==> src/rtl/word_check_scheduler_if.sv <==
// Bundle of requester-side and result-side signals of the shared word checker.
// The scheduler takes the slave modport; the requester group and monitor take master.
interface word_check_scheduler_if #(
    parameter int NREQ  = 4,
    parameter int ID_W  = 2,
    parameter int CNT_W = 8
);
    logic [NREQ-1:0]   req;
    logic [3*NREQ-1:0] din;
    logic              clr_cnt;
    logic [NREQ-1:0]   grant;
    logic              busy;
    logic              err;
    logic [ID_W-1:0]   err_id;
    logic [CNT_W-1:0]  err_cnt;

    modport master (
        output req, din, clr_cnt,
        input  grant, busy, err, err_id, err_cnt
    );

    modport slave (
        input  req, din, clr_cnt,
        output grant, busy, err, err_id, err_cnt
    );
endinterface

==> src/rtl/word_check_scheduler.sv <==
// Round-robin scheduler feeding one 3-bit all-ones checker; each word occupies a
// fixed 3-cycle frame (B2, B1, B0) and yields a tagged one-cycle err pulse.
module word_check_scheduler #(
    parameter int NREQ  = 4,
    parameter int ID_W  = 2,
    parameter int CNT_W = 8
) (
    input  logic                  clk,
    input  logic                  rst,
    word_check_scheduler_if.slave bus
);
    typedef enum logic [1:0] {
        IDLE = 2'd0,
        B2   = 2'd1,
        B1   = 2'd2,
        B0   = 2'd3
    } state_t;

    state_t            state_reg, state_next;
    logic              decision;
    logic              busy;
    logic [2:0]        word_arr [NREQ];
    logic              found;
    logic [ID_W-1:0]   win_idx;
    int                scan_idx;

    logic [2:0]        word_reg;
    logic [ID_W-1:0]   id_reg;
    logic [ID_W-1:0]   last_reg;
    logic              pass_reg;
    logic [NREQ-1:0]   grant_reg;
    logic              err_reg;
    logic [ID_W-1:0]   err_id_reg;
    logic [CNT_W-1:0]  cnt_reg;
    logic              err_next;

    genvar gi;
    generate
        for (gi = 0; gi < NREQ; gi++) begin : g_slice
            assign word_arr[gi] = bus.din[3*gi +: 3];
        end
    endgenerate

    // Scan from farthest to nearest so the requester right after last wins.
    always_comb begin
        found    = 1'b0;
        win_idx  = '0;
        scan_idx = 0;
        for (int k = NREQ; k >= 1; k--) begin
            scan_idx = int'(last_reg) + k;
            if (scan_idx >= NREQ) scan_idx = scan_idx - NREQ;
            if (bus.req[scan_idx]) begin
                found   = 1'b1;
                win_idx = ID_W'(scan_idx);
            end
        end
    end

    always_ff @(posedge clk or negedge rst) begin
        if (!rst) state_reg <= IDLE;
        else      state_reg <= state_next;
    end

    always_comb begin
        state_next = IDLE;
        case (state_reg)
            IDLE, B0: state_next = found ? B2 : IDLE;
            B2:       state_next = B1;
            B1:       state_next = B0;
            default:  state_next = IDLE;
        endcase
    end

    always_comb begin
        decision = (state_reg == IDLE) || (state_reg == B0);
        busy     = (state_reg != IDLE);
    end

    assign err_next = (state_reg == B0) && pass_reg && word_reg[0];

    always_ff @(posedge clk or negedge rst) begin
        if (!rst) begin
            word_reg   <= '0;
            id_reg     <= '0;
            last_reg   <= ID_W'(NREQ - 1);
            pass_reg   <= 1'b0;
            grant_reg  <= '0;
            err_reg    <= 1'b0;
            err_id_reg <= '0;
        end else begin
            grant_reg <= '0;
            err_reg   <= err_next;
            if (err_next) err_id_reg <= id_reg;
            if (decision) begin
                pass_reg <= 1'b0;
                if (found) begin
                    word_reg  <= word_arr[win_idx];
                    id_reg    <= win_idx;
                    last_reg  <= win_idx;
                    grant_reg <= NREQ'(1) << win_idx;
                end
            end else if (state_reg == B2) begin
                pass_reg <= word_reg[2];
            end else begin
                pass_reg <= pass_reg & word_reg[1];
            end
        end
    end

    // Clear wins over a coincident increment.
    always_ff @(posedge clk or negedge rst) begin
        if (!rst)                            cnt_reg <= '0;
        else if (bus.clr_cnt)                cnt_reg <= '0;
        else if (err_next && cnt_reg != '1)  cnt_reg <= cnt_reg + CNT_W'(1);
    end

    assign bus.grant   = grant_reg;
    assign bus.busy    = busy;
    assign bus.err     = err_reg;
    assign bus.err_id  = err_id_reg;
    assign bus.err_cnt = cnt_reg;
endmodule

==> src/flat_wrapper.sv <==
// flat-port wrapper written by rule: the top's interface ports become plain ports
module word_check_scheduler_flat 
#(
    parameter int NREQ  = 4,
    parameter int ID_W  = 2,
    parameter int CNT_W = 8
)
  (clk, rst, bus_req, bus_din, bus_clr_cnt, bus_grant, bus_busy, bus_err, bus_err_id, bus_err_cnt);
  word_check_scheduler_if #(.NREQ(NREQ), .ID_W(ID_W), .CNT_W(CNT_W)) bus_i ();
  input  logic clk;
  input  logic rst;
  input wire logic [$bits(bus_i.req)-1:0] bus_req;
  input wire logic [$bits(bus_i.din)-1:0] bus_din;
  input wire logic [$bits(bus_i.clr_cnt)-1:0] bus_clr_cnt;
  output wire logic [$bits(bus_i.grant)-1:0] bus_grant;
  output wire logic [$bits(bus_i.busy)-1:0] bus_busy;
  output wire logic [$bits(bus_i.err)-1:0] bus_err;
  output wire logic [$bits(bus_i.err_id)-1:0] bus_err_id;
  output wire logic [$bits(bus_i.err_cnt)-1:0] bus_err_cnt;
  assign bus_i.req = bus_req;
  assign bus_i.din = bus_din;
  assign bus_i.clr_cnt = bus_clr_cnt;
  assign bus_grant = bus_i.grant;
  assign bus_busy = bus_i.busy;
  assign bus_err = bus_i.err;
  assign bus_err_id = bus_i.err_id;
  assign bus_err_cnt = bus_i.err_cnt;
  word_check_scheduler #(.NREQ(NREQ), .ID_W(ID_W), .CNT_W(CNT_W)) u_core (.clk(clk), .rst(rst), .bus(bus_i));
endmodule
==> config.mk <==
export PLATFORM = sky130hd
export DESIGN_NAME = word_check_scheduler_flat
export DESIGN_NICKNAME = d
export VERILOG_FILES = /design/src/rtl/word_check_scheduler_if.sv /design/src/rtl/word_check_scheduler.sv /design/src/flat_wrapper.sv
export SDC_FILE = /design/constraint.sdc
export NUM_CORES = 1
export LEC_CHECK = 0
export CAP_MARGIN = 20
export CORE_ASPECT_RATIO = 0.7
export CORE_MARGIN = 1.5
export CORE_UTILIZATION = 45
export DETAILED_ROUTE_END_ITERATION = 12
export DONT_BUFFER_PORTS = 1
export GPL_TIMING_DRIVEN = 1
export HOLD_SLACK_MARGIN = 0.08
export PLACE_DENSITY = 0.58
export SLEW_MARGIN = 20
export SYNTH_ARGS = -nofsm -noshare
export SYNTH_HDL_FRONTEND = slang
export SYNTH_SLANG_ARGS = --single-unit
==> constraint.sdc <==
create_clock -name clk -period 3.1 [get_ports clk]
set_input_delay 0.62 -clock clk [delete_from_list [all_inputs] [get_ports clk]]
set_output_delay 0.62 -clock clk [all_outputs]
set_load 0.03 [all_outputs]
### Word level (Yosys, flattened, before mapping)

Index checks and enable logic that the tools add are counted.

* bitwise logic cells: 2
* magnitude comparators: 9
* add/subtract/negate cells: 9
* reductions and logical operators: 9
* shift-type cells: 1
* equality and inequality tests: 4
* muxes and demuxes: 35

Operators with widths (count)
* >= comparator 32 x 4 -> 1 bit, second input constant: 4
* less-than comparator 32 x 4 -> 1 bit, second input constant: 4
* two-way mux 32 bit: 4
* subtractor 32 x 4 -> 32 bit, second input constant: 4
* two-way mux 8 bit: 2
* two-way mux 1 bit: 15
* adder 8 x 1 -> 8 bit, second input constant: 1
* binary-select mux 1 bit (select 2 bit): 4
* two-way mux 2 bit: 4
* two-way mux 4 bit: 2
* inequality test 8 bit, second input constant: 1
* adder 2 x 2 -> 3 bit, second input constant: 2
* binary-select mux 3 bit (select 2 bit): 1
* two-way mux 3 bit: 2
* one-hot mux 2 bit (3 select lines): 1
* adder 2 x 3 -> 4 bit, second input constant: 1
* == test 2 bit, second input constant: 2
* nonzero test 2 bit: 2
* left shift 1 x 2 -> 4 bit, first input constant: 1
* adder 2 x 1 -> 3 bit, second input constant: 1
* >= comparator 3 bit, second input constant: 1
* logical AND 1 bit: 3
* NOT 2 -> 3 bit: 1
* == test 2 x 1 -> 1 bit, second input constant: 1
* other kinds (5): 5

* bits in registers: 25
* output and inout bits: 16
* logic and storage cells: 78
* input port bits: 19

### Longest topological paths before layout

Gate-level depths: netlist (run 1).

* depth after elaboration: 14
* mapped depth: 7
* gate-level depth less buffers: 6

### Least setup slack after synthesis (run 1)

OpenSTA, ideal clock, no wires.

* path type: input to register
* start point: input bus_req[3]
* end point: register u_core.word_reg[0]
* stages: 6
* arrival time: 1477 ps
* required time: 2962 ps
* library setup time: 138 ps
* slack: 1485 ps
* cells stage by stage: nor2b_1 a21oi_1 o221ai_2 buf_6 mux2i_1 o221ai_1

* word-level cells in the longest chain between the ends: 11

Ends and longest elaborated chain
* start, declared: line flat_wrapper.sv:12 `input wire logic [$bits(bus_i.req)-1:0] bus_req;`
* binary-select mux 1 bit (select 2 bit): line word_check_scheduler.sv:52 `if (bus.req[scan_idx]) begin`
* two-way mux 1 bit (not written as such) (2 in a row): line word_check_scheduler.sv:52
* two-way mux 2 bit (4 in a row): line word_check_scheduler.sv:52
* NOT 2 -> 3 bit (not written as such): line word_check_scheduler.sv:97 `word_reg <= word_arr[win_idx];`
* binary-select mux 3 bit (select 2 bit): line word_check_scheduler.sv:97
* two-way mux 3 bit (not written as such) (2 in a row): line word_check_scheduler.sv:97
* end signal, assigned: line word_check_scheduler.sv:97
* end, declared: line word_check_scheduler.sv:27 `logic [2:0] word_reg;`

Parallel ways exist; a longest one is shown, timed or not. The select of a mux whose other input is x is not followed.
A chain may end at the register's enable or synchronous reset.

### Worst setup path after layout (run 1)

* start point: register u_core.last_reg[1]
* end point: register u_core.word_reg[2]

* word-level cells in the longest chain between the ends: 14

Ends and longest elaborated chain
* start, declared: line word_check_scheduler.sv:29 `logic [ID_W-1:0] last_reg;`
* start signal, assigned: line word_check_scheduler.sv:85 `last_reg <= ID_W'(NREQ - 1);`
* start signal, assigned: line word_check_scheduler.sv:99 `last_reg <= win_idx;`
* adder 2 x 3 -> 4 bit: line word_check_scheduler.sv:50 `scan_idx = int'(last_reg) + k;`
* subtractor 32 x 4 -> 32 bit or >= comparator 32 x 4 -> 1 bit (tied branches): line word_check_scheduler.sv:51 `if (scan_idx >= NREQ) scan_idx = scan_idx - NREQ;`
* two-way mux 32 bit: line word_check_scheduler.sv:51
* binary-select mux 1 bit (select 2 bit): line word_check_scheduler.sv:52
* two-way mux 1 bit (not written as such) (2 in a row): line word_check_scheduler.sv:52
* two-way mux 2 bit (4 in a row): line word_check_scheduler.sv:52
* NOT 2 -> 3 bit (not written as such): line word_check_scheduler.sv:97
* binary-select mux 3 bit (select 2 bit): line word_check_scheduler.sv:97
* two-way mux 3 bit (not written as such) (2 in a row): line word_check_scheduler.sv:97

Parallel ways exist; a longest one is shown, timed or not. The select of a mux whose other input is x is not followed.

==> impl_metrics.tcl, run 1 <==
set metrics [dict create \
    status "finished clean" \
    yosysWarningCount 0 \
    synth_area_leaders "dfrtp_1 48%, mux2i_1 6.6%, ha_1 5.2%" \
    cts_max_path_buffers 2 \
    track_usage 0.1750 \
    cts_max_level 1 \
    grt_pass1_wl_mm 3.815 \
    total_power_mw 1.141 \
    path_max_fanout 11 \
    grt_max_degree 24 \
    dpl.cell_count 149 \
    cts-root-buf "clkbuf_8" \
    cts_tree "yes" \
    ys_seq_elements 25 \
    irDropWorstVdd_uv 431.1 \
    die_h_um 46.36 \
    start_util 0.4842 \
    post-route-period-util 0.5943 \
    cts.clk_slew.worst_paths_ns 0.08 \
    crit_path_start_kind "register" \
    synth.avg_cell_area_um2 10.24 \
    overflow 0 \
    wl_per_cell_um 14.49 \
    slew_viol_final 0 \
    largest_register_ffs 8 \
    ys_types 29 \
    syn_inst 118 \
    coreArea_um2 2496 \
    crit_chain "nand2b_1 > a21oi_1 > o221ai_2 > mux2i_1 > o221ai_1" \
    max_slew_margin 0.5659 \
    cpMaxStageDelayCell "dfstp_2" \
    via_per_inst 5.481 \
    synth_fp_nets 142 \
    n_antenna_cell 0 \
    final_common_cell "dfrtp_1" \
    skew_ns 0.001322 \
    final_cells 154 \
    wl_mm 2.232 \
    clock-sinks 25 \
    area_growth_pct 6.108 \
    dieArea_um2 3011 \
    timing.fmax_ghz 0.5428 \
    drt_iter0_markers 41 \
    critical_path_arrival_ns 1.98 \
    postCtsSetupRepairBufs 0 \
    synth.yosys.seq_area_share 0.5197 \
    hold_violations 0 \
    worstMarginPinSlew_ns 0.6512 \
    ant_nets 0 \
    finalCriticalPeriod_ns 1.842 \
    ios 35 \
    max_stage_delay_ns 0.59 \
    worstSkewPairLatency_ns 0.27 \
    leakagePower_nw 0.6149 \
    die_w_um 64.95 \
    critPathKind "register to register" \
    p_per_area_nw_per_um2 889.4 \
    setup_viol 0 \
    numCtsBuffers 3 \
    critPathCaptureType "register" \
    dpl.hpwl_mm 1.685 \
    setup_tns_ns 0 \
    synth_top_area_frac 0.4762 \
    synth_area_um2 1209 \
    hold_class "primary input to async pin" \
    drv_cap 0 \
    drive_gt1_frac 0.08333 \
    grt_antenna_before_repair 0 \
    dpl_cell_area_um2 1231 \
    rows 15 \
    rsz0062_at_grt "false" \
    finalWeightedCongestion 0.7353 \
    worstPathRequired_ns 3.24 \
    fin_nets 145 \
    stdcell_area_um2 1282 \
    grt_pass1_vias 831 \
    via_count 844 \
    drcViolationCount 0 \
    layout_common_cells "23 x dfrtp_1, 16 x nor2_1, 15 x nand2_1, 8 x mux2i_1" \
    dr.pass1.iters 4 \
    portBuffers 0 \
    yosysTopAreaCell "dfrtp_1" \
]
-- worst max-delay path: cells and delay by family (launching register included) --
kind | cells | cell delay [ns]
simple gates | 1 | 0.12
flops | 1 | 0.59
compound gates | 3 | 0.73
mux | 1 | 0.26
-- worst paths after layout --
| check | start | endpoint | slack, ns | cells past startpoint |
|---|---|---|---|---|
| min reg2reg | u_core.id_reg[1] | u_core.id_reg[1] | 0.48 | 2 |
| min in group clk | bus_clr_cnt | u_core.bus.err_cnt[5] | 0.40 | 1 |
| max in group asynchronous | rst | u_core.bus.err_cnt[1] | 2.46 | 1 |
| max reg2reg | u_core.last_reg[1] | u_core.word_reg[2] | 1.26 | 5 |
| max | u_core.last_reg[1] | u_core.word_reg[2] | 1.26 | 5 |
| min | rst | u_core.last_reg[0] | 0.18 | 0 |
-- metrics by stage --
step                        util  hold slack (ns)  setup WS, ns
after floorplan                -           0.3244         1.485
after global placement    0.4932           0.3250         1.280
after detailed placement  0.4932           0.3249         1.167
after CTS                 0.5158           0.1749         1.245
after global routing      0.5138           0.1623         1.098
final                     0.5138           0.1842         1.258
-- cell usage after synthesis --
master,number
dfrtp_1,23
nor2_1,16
nand2_1,15
mux2i_1,8
a21oi_1,6
inv_1,6
ha_1,5
xnor2_1,5
and3_1,4
nand2b_1,3
o221ai_1,3
a21o_1,2
dfstp_2,2
mux2_2,2
nand3_1,2
nor3_1,2
o21ai_0,2
a31oi_1,1
and2_1,1
buf_1,1
buf_2,1
buf_6,1
nand4_1,1
nor2b_1,1
o211ai_1,1
o21ai_1,1
o221ai_2,1
or3_1,1
xor2_1,1
-- where the power goes --
group	switching [mW]	internal, mW
Combinational	0.235	0.145
Clock	0.0988	0.0899
Sequential	0.134	0.439
-- layer usage --
metal	routed length, um	track usage	vias to the layer above
li1	-	-	403
met1	1064	0.2265	407
met2	978	0.2722	29
met3	172	0.07579	5
met4	17	0.04681	0
met5	0	0	-
-- logic make-up after synthesis --
kind of cell	share of synthesized area
AND/OR/NAND/NOR	0.1698
multiplexers	0.08489
buffers and inverters	0.03519
adder cells (fa/ha/maj)	0.05176
XOR/XNOR	0.04348
flip-flops	0.5197
AO/OA/AOI/OAI	0.09524
-- final cells by class --
| class | count | area (um^2) |
|---|---|---|
| fillers | 231 | 1214 |
| flip-flops and latches | 25 | 628.1 |
| multi-input cells | 84 | 538.0 |
| well taps | 34 | 42.54 |
| clock buffers | 3 | 41.29 |
| inverters | 6 | 22.52 |
| clock inverters | 1 | 5.005 |
| repair buffers | 1 | 5.005 |
-- timing repair --
item | in CTS | in global routing
hold buffers | 1 | 0
endpoints found under the hold margin | 23 | 0
gates resized for setup | 0 | 0
Note: power is estimated with default switching activity, not from simulation.
==> run 2, diff against run 1 <==
- clock period: 3.1 -> 1.8 ns (I/O delays scaled with it)
==> impl_metrics.tcl, run 2 (same netlist as run 1, synthesis figures left out) <==
set metrics [dict create \
    critPathKind "register to register" \
    cts_tree "yes" \
    hold_start "bus_clr_cnt" \
    numCtsBuffers 3 \
    routed.top_layer "met4" \
    slew_viol_final 0 \
    dpl.hpwl_mm 1.739 \
    finalWeightedCongestion 0.7553 \
    ios 35 \
    coreArea_um2 2496 \
    cts-root-buf "clkbuf_8" \
    worstSetupStartpoint "u_core.state_reg[0]" \
    cts_max_level 1 \
    holdPathStages 1 \
    wl_mm 2.266 \
    post-route-period-util 0.9222 \
    ant_nets 0 \
    status "finished clean" \
    crit_path_start_kind "register" \
    rsz0062_at_grt "false" \
    r2r_start "u_core.state_reg[0]" \
    ctsResizeCount 0 \
    r2r_cells 5 \
    rows 15 \
    stdcell_area_um2 1385 \
    skew_ns 0.01247 \
    drcViolationCount 0 \
    hold_violations 0 \
    cts_max_path_buffers 2 \
    dpl_cell_area_um2 1306 \
    n_antenna_cell 0 \
    portBuffers 0 \
    grt_pass1_vias 806 \
    fin_hold_ws_ns 0.1356 \
    wirelength_met1_mm 1.133 \
    dr.pass1.iters 4 \
    critPathCaptureType "register" \
    drive_gt1_frac 0.1527 \
    drv_cap 0 \
    largest_register_ffs 8 \
    cts.clk_slew.worst_paths_ns 0.09 \
    layout_common_cells "23 x dfrtp_1, 16 x nor2_1, 15 x nand2_1, 10 x buf_4, 8 x mux2i_1" \
    wl_per_cell_um 13.73 \
    hold_class "primary input to register" \
    clock-sinks 25 \
    max_slew_margin 0.7033 \
    irDropWorstVdd_uv 585.6 \
    final_common_cell "dfrtp_1" \
    fin_nets 156 \
    via_per_inst 5.279 \
    via_count 871 \
    start_util 0.4842 \
    grt_pass1_wl_mm 3.753 \
    path_max_fanout 6 \
    overflow 0 \
    die_w_um 64.95 \
    timing.fmax_ghz 0.6024 \
    area_growth_pct 14.60 \
    total_power_mw 2.003 \
    met3WireLength_um 176 \
    drt_iter0_markers 42 \
    setup_tns_ns 0 \
    finalCriticalPeriod_ns 1.660 \
    dieArea_um2 3011 \
    setup_viol 0 \
    critical_path_arrival_ns 1.83 \
    grt_antenna_before_repair 0 \
    worstSkewPairLatency_ns 0.27 \
    worstPathRequired_ns 1.97 \
    worstMarginPinSlew_ns 0.4422 \
    grt_max_degree 26 \
    wl_met2_um 924 \
    die_h_um 46.36 \
    p_per_area_nw_per_um2 1446 \
    leakagePower_nw 0.6741 \
    track_usage 0.1738 \
    fillerInstances 221 \
]
[run 2: cell count changes in the layout (fill, tap and decap cells not counted)]
cell,previous run,this run
buf_4,0,10
dlygate4sd3_1,0,1
buf_2,1,0
clkinvlp_4,0,1
buf_12,0,1
clkinv_2,1,0
[run 2: timing repair]
item                                   4_1_cts  5_1_grt
setup buffers                                0        0
hold buffers                                 2        0
endpoints found under the hold margin       25        0
[run 2: critical path, cell delays in order, from the launching register on]
cell and delay [ns]:
dfrtp_1 0.38, inv_1 0.07, ha_1 0.35, a21oi_1 0.29
nand2_1 0.23, o221ai_1 0.24
[run 2: metrics by stage]
step	util	setup WS, ns	std cells
2_1_floorplan	-	0.2119	118
3_3_place_gp	0.5233	0.1999	159
3_5_place_dp	0.5233	0.1661	159
4_1_cts	0.5549	0.1505	165
5_1_grt	0.5549	0.002175	165
6_report	0.5549	0.1400	165
[run 2: routing by layer]
| metal | up-vias | track usage |
|---|---|---|
| met1 | 417 | 0.2323 |
| met5 | - | 0 |
| met3 | 5 | 0.08068 |
| li1 | 424 | - |
| met2 | 25 | 0.2454 |
| met4 | 0 | 0.06809 |
[run 2: power breakdown]
part / switching, mW / total (mW) / internal, mW / leakage, nW
clock network: 0.176 / 0.333 / 0.157 / 0.0217
registers: 0.228 / 0.984 / 0.755 / 0.324
logic: 0.410 / 0.686 / 0.277 / 0.328
total: 0.814 / 2.00 / 1.19 / 0.674
[run 2: final cells by class]
class / instances / area (um^2) / share of cell area
sequential: 25 / 628.1 / 0.4535
clock buffer: 3 / 41.29 / 0.02981
timing repair buffer: 12 / 105.1 / 0.07588
clock inverter: 1 / 7.507 / 0.005420
multi-input combinational: 84 / 538.0 / 0.3884
inverter: 6 / 22.52 / 0.01626
tap: 34 / 42.54 / 0.03071
[run 2: path summary, 6_finish.rpt]
check	end	slack [ns]
worst max-delay path	u_core.word_reg[1]	0.14
worst min-delay path	u_core.bus.err_cnt[5]	0.14
worst max register to register	u_core.word_reg[1]	0.14
worst min register to register	u_core.id_reg[1]	0.49
max in group asynchronous	u_core.last_reg[1]	1.06
min in group asynchronous	u_core.bus.grant[0]	0.50
